## config.mk

```make
export PLATFORM = sky130hd
export DESIGN_NAME = axis_lfsr_scrambler
export DESIGN_NICKNAME = d
export VERILOG_FILES = /design/src/rtl/axis_lfsr_scrambler.sv
export SDC_FILE = /design/constraint.sdc
export NUM_CORES = 1
export LEC_CHECK = 0
export ABC_AREA = 1
export CORE_MARGIN = 2
export CORE_UTILIZATION = 42
export CTS_CLUSTER_DIAMETER = 30
export DETAILED_ROUTE_END_ITERATION = 10
export HOLD_SLACK_MARGIN = 0.02
export PLACE_DENSITY = 0.86
export SYNTH_ARGS = -nofsm -noshare
export SYNTH_HDL_FRONTEND = slang
export SYNTH_SLANG_ARGS = --single-unit
```

## constraint.sdc

```tcl
create_clock -name aclk -period 1.7 [get_ports aclk]
set_input_delay 0.34 -clock aclk [delete_from_list [all_inputs] [get_ports aclk]]
set_output_delay 0.34 -clock aclk [all_outputs]
set_load 0.1 [all_outputs]
```

## src/rtl/axis_lfsr_scrambler.sv

```systemverilog
// axis_lfsr_scrambler: AXI-Stream additive LFSR scrambler with frame-start reseed; optional SCRAMBLER_SEED_LOAD_EN macro adds a per-frame seed input
module axis_lfsr_scrambler #(
    parameter int                  WIDTH     = 32,
    parameter int                  LFSR_LEN  = 7,
    parameter logic [LFSR_LEN-1:0] POLY      = 7'b1001000,
    parameter logic [LFSR_LEN-1:0] SEED      = '1,
    parameter int                  TAIL_BITS = 7
) (
    input  logic                aclk,
    input  logic                areset,
    input  logic [WIDTH-1:0]    s_axis_tdata,
    input  logic [3:0]          s_axis_tuser,
    input  logic                s_axis_tvalid,
    output logic                s_axis_tready,
    input  logic                s_axis_tlast,
`ifdef SCRAMBLER_SEED_LOAD_EN
    input  logic [LFSR_LEN-1:0] s_axis_tseed,
`endif
    output logic [WIDTH-1:0]    m_axis_tdata,
    output logic [3:0]          m_axis_tuser,
    output logic                m_axis_tlast,
    output logic                m_axis_tvalid,
    input  logic                m_axis_tready,
    input  logic                bypass,
    output logic                in_frame
);
    typedef enum logic {IDLE, FRAME} state_t;
    localparam logic [WIDTH-1:0] KEEP = {WIDTH{1'b1}} >> TAIL_BITS;
    state_t              state_q, state_d;
    logic [LFSR_LEN-1:0] lfsr_q, lfsr_d, start_st, cur_st;
    logic [WIDTH-1:0]    key, tdata_q, tdata_d;
    logic [3:0]          tuser_q, tuser_d;
    logic                tlast_q, tlast_d, tvalid_q, tvalid_d, accept;

    // Unrolls the recurrence R(m) = XOR POLY[k] R(m-k-1) for WIDTH steps; bit 0 is earliest.
    function automatic logic [WIDTH-1:0] keystream(input logic [LFSR_LEN-1:0] st);
        logic [WIDTH+LFSR_LEN-1:0] s;
        s = '0;
        s[LFSR_LEN-1:0] = st;
        for (int i = 0; i < WIDTH; i++)
            for (int k = 0; k < LFSR_LEN; k++)
                if (POLY[k]) s[LFSR_LEN+i] = s[LFSR_LEN+i] ^ s[LFSR_LEN+i-k-1];
        return s[WIDTH+LFSR_LEN-1:LFSR_LEN];
    endfunction

`ifdef SCRAMBLER_SEED_LOAD_EN
    assign start_st = (s_axis_tseed == '0) ? SEED : s_axis_tseed;
`else
    assign start_st = SEED;
`endif
    assign s_axis_tready = !areset && (!tvalid_q || m_axis_tready);
    assign accept        = s_axis_tvalid && s_axis_tready;
    assign cur_st        = (state_q == IDLE) ? start_st : lfsr_q;
    assign key           = keystream(cur_st);
    assign m_axis_tdata  = tdata_q;
    assign m_axis_tuser  = tuser_q;
    assign m_axis_tlast  = tlast_q;
    assign m_axis_tvalid = tvalid_q;
    assign in_frame      = (state_q == FRAME);

    // Next state: frame tracking, key continuation and the output register load/drain.
    always_comb begin
        state_d  = state_q;
        lfsr_d   = lfsr_q;
        tvalid_d = tvalid_q;
        tdata_d  = tdata_q;
        tuser_d  = tuser_q;
        tlast_d  = tlast_q;
        if (accept) begin
            state_d  = s_axis_tlast ? IDLE : FRAME;
            lfsr_d   = key[WIDTH-1 -: LFSR_LEN];
            tvalid_d = 1'b1;
            tdata_d  = (bypass ? s_axis_tdata : s_axis_tdata ^ key) & (s_axis_tlast ? KEEP : {WIDTH{1'b1}});
            tuser_d  = s_axis_tuser;
            tlast_d  = s_axis_tlast;
        end else if (m_axis_tready) begin
            tvalid_d = 1'b0;
        end
    end

    // State registers; reset drops any pending beat and returns to frame start.
    always_ff @(posedge aclk) begin
        if (areset) begin
            state_q  <= IDLE;
            lfsr_q   <= SEED;
            tvalid_q <= 1'b0;
            tdata_q  <= '0;
            tuser_q  <= '0;
            tlast_q  <= 1'b0;
        end else begin
            state_q  <= state_d;
            lfsr_q   <= lfsr_d;
            tvalid_q <= tvalid_d;
            tdata_q  <= tdata_d;
            tuser_q  <= tuser_d;
            tlast_q  <= tlast_d;
        end
    end
endmodule
```

Yosys cells after proc, flatten, opt, wreduce, memory -nomap -nowiden
Cells that the tools add are included.
{ "word_totals": {"output_inout_bits": 40, "ff_bits": 46, "inputBits": 42, "word_cells": 52} }
{ "classes": {"muxes": 6, "bitwise": 34, "n_reduce_logical": 6} }
{ "ops": {"columns": ["op", "n"], "rows": [
  ["2-to-1 mux 32 bit", 2],
  ["bitwise AND 32 bit", 1],
  ["XOR 1 bit", 32],
  ["XOR 32 bit", 1],
  ["2-to-1 mux 7 bit", 1],
  ["2-to-1 mux 1 bit", 3],
  ["logical AND 1 bit", 2],
  ["zero test 1 bit", 2],
  ["nonzero test 2 bit", 1],
  ["logical OR 1 bit", 1]
]} }

Depth between registers and ports, before layout
{ "logic_depth": {"word_depth": 12, "ltp_mapped": 19, "ltp_nobuf": 19} }

Worst setup path after synthesis
No wires, ideal clock.
{ "synth_timing": {"path_kind": "reg-to-reg", "startpoint": "register tvalid_q (netlist: m_axis_tvalid)", "endpoint": "register tuser_q[2] (netlist: m_axis_tuser[2])", "setup_time_ps": 119, "path_slack_ps": -1876, "stages_incl_launch_ff": 7, "path_buffers": 1, "required_time_ps": 1581, "t_arrival_ps": 3457, "period_less_slack_ps": 3576, "cell_sequence": "dfxtp_1 > a21oi_1 > nand2_1 > inv_1 > nor2_1 > clkbuf_1 > a22o_1"} }
{ "synth_between": {"elab_chain_len": 4} }
{ "synth_lines": {"columns": ["item", "line", "text"], "rows": [
  ["start, declared", "33", "logic tlast_q, tlast_d, tvalid_q, tvalid_d, accept;"],
  ["start signal, assigned", "93", "tvalid_q <= tvalid_d;"],
  ["zero test 1 bit", "51", "assign s_axis_tready = !areset && (!tvalid_q || m_axis_tready);"],
  ["logical OR 1 bit", "51", null],
  ["logical AND 1 bit", "51", null],
  ["via s_axis_tready", "14", "output logic s_axis_tready,"],
  ["logical AND 1 bit", "52", "assign accept = s_axis_tvalid && s_axis_tready;"],
  ["end signal, assigned", "95", "tuser_q <= tuser_d;"],
  ["end, declared", "32", "logic [3:0] tuser_q, tuser_d;"]
]} }
The timed path passes the listed nets, and every way through them passes these cells.
A chain may end at the register's enable or synchronous reset.

Worst setup path after layout
{ "layout_timing": {"startpoint": "register lfsr_q[2]", "endpoint": "register tdata_q[31] (netlist: m_axis_tdata[31])"} }
{ "layout_between": {"elab_chain_len": 10, "word_cells_on_any_way": 16, "classes_between": "mux: 2; bitwise: 14"} }
{ "layout_lines": {"columns": ["item", "line", "text"], "rows": [
  ["start, declared", "30", "logic [LFSR_LEN-1:0] lfsr_q, lfsr_d, start_st, cur_st;"],
  ["start signal, assigned", "92", "lfsr_q <= lfsr_d;"],
  ["2-to-1 mux 7 bit (*)", "53", "assign cur_st = (state_q == IDLE) ? start_st : lfsr_q;"],
  ["XOR 1 bit (*)", "42", "if (POLY[k]) s[LFSR_LEN+i] = s[LFSR_LEN+i] ^ s[LFSR_LEN+i-k-1];"],
  ["XOR 1 bit (4 in a row)", "42", null],
  ["XOR 1 bit (*)", "42", null],
  ["XOR 32 bit (*)", "73", "tdata_d = (bypass ? s_axis_tdata : s_axis_tdata ^ key) & (s_axis_tlast ? KEEP : {WIDTH{1'b1}});"],
  ["2-to-1 mux 32 bit (*)", "73", null],
  ["bitwise AND 32 bit (*)", "73", null],
  ["end signal, assigned", "94", "tdata_q <= tdata_d;"],
  ["end, declared", "31", "logic [WIDTH-1:0] key, tdata_q, tdata_d;"]
]} }
Every way passes the cells marked *; elsewhere a longest branch is shown, timed or not.

==> impl_results.md <==
- Crit path max-delay family: simple AND/OR/NAND/NOR gates
- Synth Flop Type: dfxtp_1
- TritonCTS sink count: 46
- Worst Setup Slack, final: -0.426 ns
- Result of the run: finished with violations
- Post-synthesis compound-gate area fraction: 0.0578
- Top post-synthesis cells by area: dfxtp_1 35%, nand2_1 20%, mux2i_1 8.5%, xor2_1 7.4%, nand3_1 7.3%
- Die height: 82.6 microns
- Area growth, synth to finish: 112%
- Post-Synth XOR/XNOR Area: 0.101
- Seq/Total Area, Yosys: 0.355
- Avg Vias per Cell: 5.86
- Yosys warns: 0
- Synth top area share: 0.355
- Wire per inst: 22.0 microns
- GRT Residual Overflow: 0
- Antenna-violating nets left: 0
- Final setup viols: 32
- Via count: 3,582
- Final hold vios: 0
- Worst skew pair latency: 0.31 ns
- CP max FO: 7
- CTS tree: built
- N_diodes: 0
- Max stage delay on crit path: 0.41 ns
- Syn_nets: 419
- Setup TNS: -6.91 ns
- Cell repeated most along the worst path: nand2_1
- Adder-cell area share of the yosys netlist: 0
- Largest net degree at the start of global routing: 25
- Final period util: 1.25
- FMAX: 470 MHz
- Vias in the first global route: 3,247
- Slew @ Worst Pin: 0.381 ns
- Max-cap violations: 0
- Post-route DRC: 0
- Final Max Slew Viols: 0
- Cell Chain, Critical Path: inv_2, nand2_4, nand2_1, nand2_1, nand2_1, nand2_4, nand2_8, inv_2, nand3_4, nand2_4, buf_6, inv_2, nand2_2, nand2_2, o21bai_1, nand3_1, nand2_1
- Clock transition at path regs: 0.10 ns
- Yosys reg bits: 46
- Post-synth EDFFs: 0
- Rows: 28
- Drt pass-1 iters: 5
- Asr flop ratio synth: 0
- Initial antenna violation count: 0
- Failing checks: setup timing
- Synth area leader: dfxtp_1
- Total Die Area: 0.00683 sq mm
- Worst Path Buf+Inv: 4
- Post-synthesis cell area: 0.00260 sq mm
- Max-slew headroom: 0.746
- RSZ-0062 raised after global routing: yes
- Root Driver: clkbuf_8
- Hold_buf cts: 0
- Maximum root-to-sink buffer count: 2
- Min cycle time layout: 2.13 ns
- Largest family of logic cells by synthesized area: simple AND/OR/NAND/NOR gates
- Post-synth cell types: 22
- Die X-Extent: 82.6 microns
- Starting Density: 0.436
- CP max-delay cell: dfxtp_4
- Most numerous cell in the Yosys netlist: nand2_1
- First-pass GRT wire length: 15,400 microns
- Hpwl dp: 6410 microns
- CP arrival: 2.39 ns
- Proportion of synthesized area in mux cells: 0.0848
- Hold Path Class: flip-flop to flip-flop
- Synth top cells by count: 139 x nand2_1, 46 x dfxtp_1, 38 x nand3_1, 29 x inv_1
- Pwr/cell area: 1240 mW/mm^2
- All-Layer GR Usage: 0.297
- Core box area: 0.00596 sq mm
- CP Capture Type: flip-flop
- Setup Skew: 0.0108 ns
- P_leak: 2.58 nW
- NumNets Final: 577
- CP Launch Type: flip-flop
- CP Class: flip-flop to flip-flop
- Port Buffers: 81
- Io pins: 82
- Worst Path Required: 1.96 ns
- Syn Inst Count: 377
- H-tree Lvls: 2
- Synth Area in Simple Gates: 0.333
- Share of cells above drive strength 1: 0.515
- Drt total wl: 13,400 microns
- TritonCTS Buffers: 5
- Syn Area/Cell: 6.89 sq um
- First DRT Iteration DRCs: 352
- GPL Wtd Cong: 0.899
- Total power: 0.00680 W
- Worst VDD drop: 1.04 mV
-- final cells by class --
| cell class | instances | area [sq um] |
|---|---|---|
| multi-input combinational | 284 | 2260 |
| timing repair buffer | 161 | 1900 |
| sequential | 46 | 952 |
| fill | 198 | 449 |
| inverter | 37 | 164 |
| tap | 75 | 93.8 |
| clock buffer | 5 | 68.8 |
| clock inverter | 3 | 68.8 |
-- registers in the layout, summed over array words and instances, names as in the netlist --
register and flops:
m_axis_tuser 4, m_axis_tdata 32, lfsr_q 7, m_axis_tlast 1, m_axis_tvalid 1, in_frame 1
-- kinds of logic after synthesis --
logic type / after synthesis
compound gates: 25
simple gates: 207
xor+xnor: 30
buf+inv: 47
mux: 22
flops: 46
-- path summary, 6_finish.rpt --
path	startpoint	endpoint	slack [ns]	depth (start not counted)
hold reg to reg	m_axis_tdata[15]	m_axis_tdata[15]	0.51	2
hold / removal	m_axis_tdata[15]	m_axis_tdata[15]	0.51	2
setup / recovery	lfsr_q[2]	m_axis_tdata[31]	-0.43	17
setup reg to reg	lfsr_q[2]	m_axis_tdata[31]	-0.43	17
-- power breakdown --
part           internal (W)  switching [W]  leakage (nW)
clock network      0.000590       0.000421        0.0683
logic               0.00168        0.00264          2.13
registers           0.00125       0.000222         0.381
-- repair_timing --
item	in CTS	in global routing
endpoints found under the hold margin	0	0
resized for setup	86	111
buffers inserted	17	12
setup endpoints to repair	27	31
pin swaps	31	53
-- through the flow --
step,util,setup WS [ns],instance area [sq um],hold WS (ns),cells
6_report,0.925,-0.426,5510,0.510,611
5_1_grt,0.925,-0.489,5510,0.527,611
4_1_cts,0.833,-0.177,4960,0.510,601
3_5_place_dp,0.738,-0.376,4400,0.492,576
3_3_place_gp,0.738,-0.332,4400,0.480,576
2_1_floorplan,-,-0.210,2770,0.403,377
-- worst reg2reg max path, cell delays in order, from the launching register on --
cell and delay [ns]:
dfxtp_4 0.41, inv_2 0.07, nand2_4 0.08, nand2_1 0.07, nand2_1 0.07, nand2_1 0.11
nand2_4 0.13, nand2_8 0.10, inv_2 0.13, nand3_4 0.11, nand2_4 0.13, buf_6 0.11
inv_2 0.03, nand2_2 0.09, nand2_2 0.08, o21bai_1 0.15, nand3_1 0.12, nand2_1 0.08
-- metal layers --
layer | global-route usage | routed length (microns) | part of all wire
met2 | 0.548 | 6640 | 0.49
met1 | 0.333 | 4800 | 0.36
met3 | 0.0598 | 1010 | 0.075
met5 | 0 | 0 | 0
met4 | 0.113 | 971 | 0.072
-- cells in the final DEF, fill, tap and decap left out, types with 3 or more instances in the layout --
cell             instances
nand2_1                 71
buf_4                   60
buf_12                  42
clkdlybuf4s50_1         41
nand2_4                 37
dfxtp_1                 37
nand2_2                 33
mux2i_1                 22
inv_1                   20
xor2_1                  17
buf_6                   17
nand3_2                 16
nand3_1                 16
inv_2                    9
nor2_4                   9
nand3_4                  8
dfxtp_4                  8
inv_4                    7
xnor2_1                  7
o21ai_1                  7
nor2_1                   5
clkbuf_8                 5
nor2_2                   4
o22ai_2                  4
a22o_1                   4
nand2_8                  3
nand4_1                  3
xor2_4                   3
a21oi_1                  3
No activity file was read; power rests on OpenSTA's default activity.
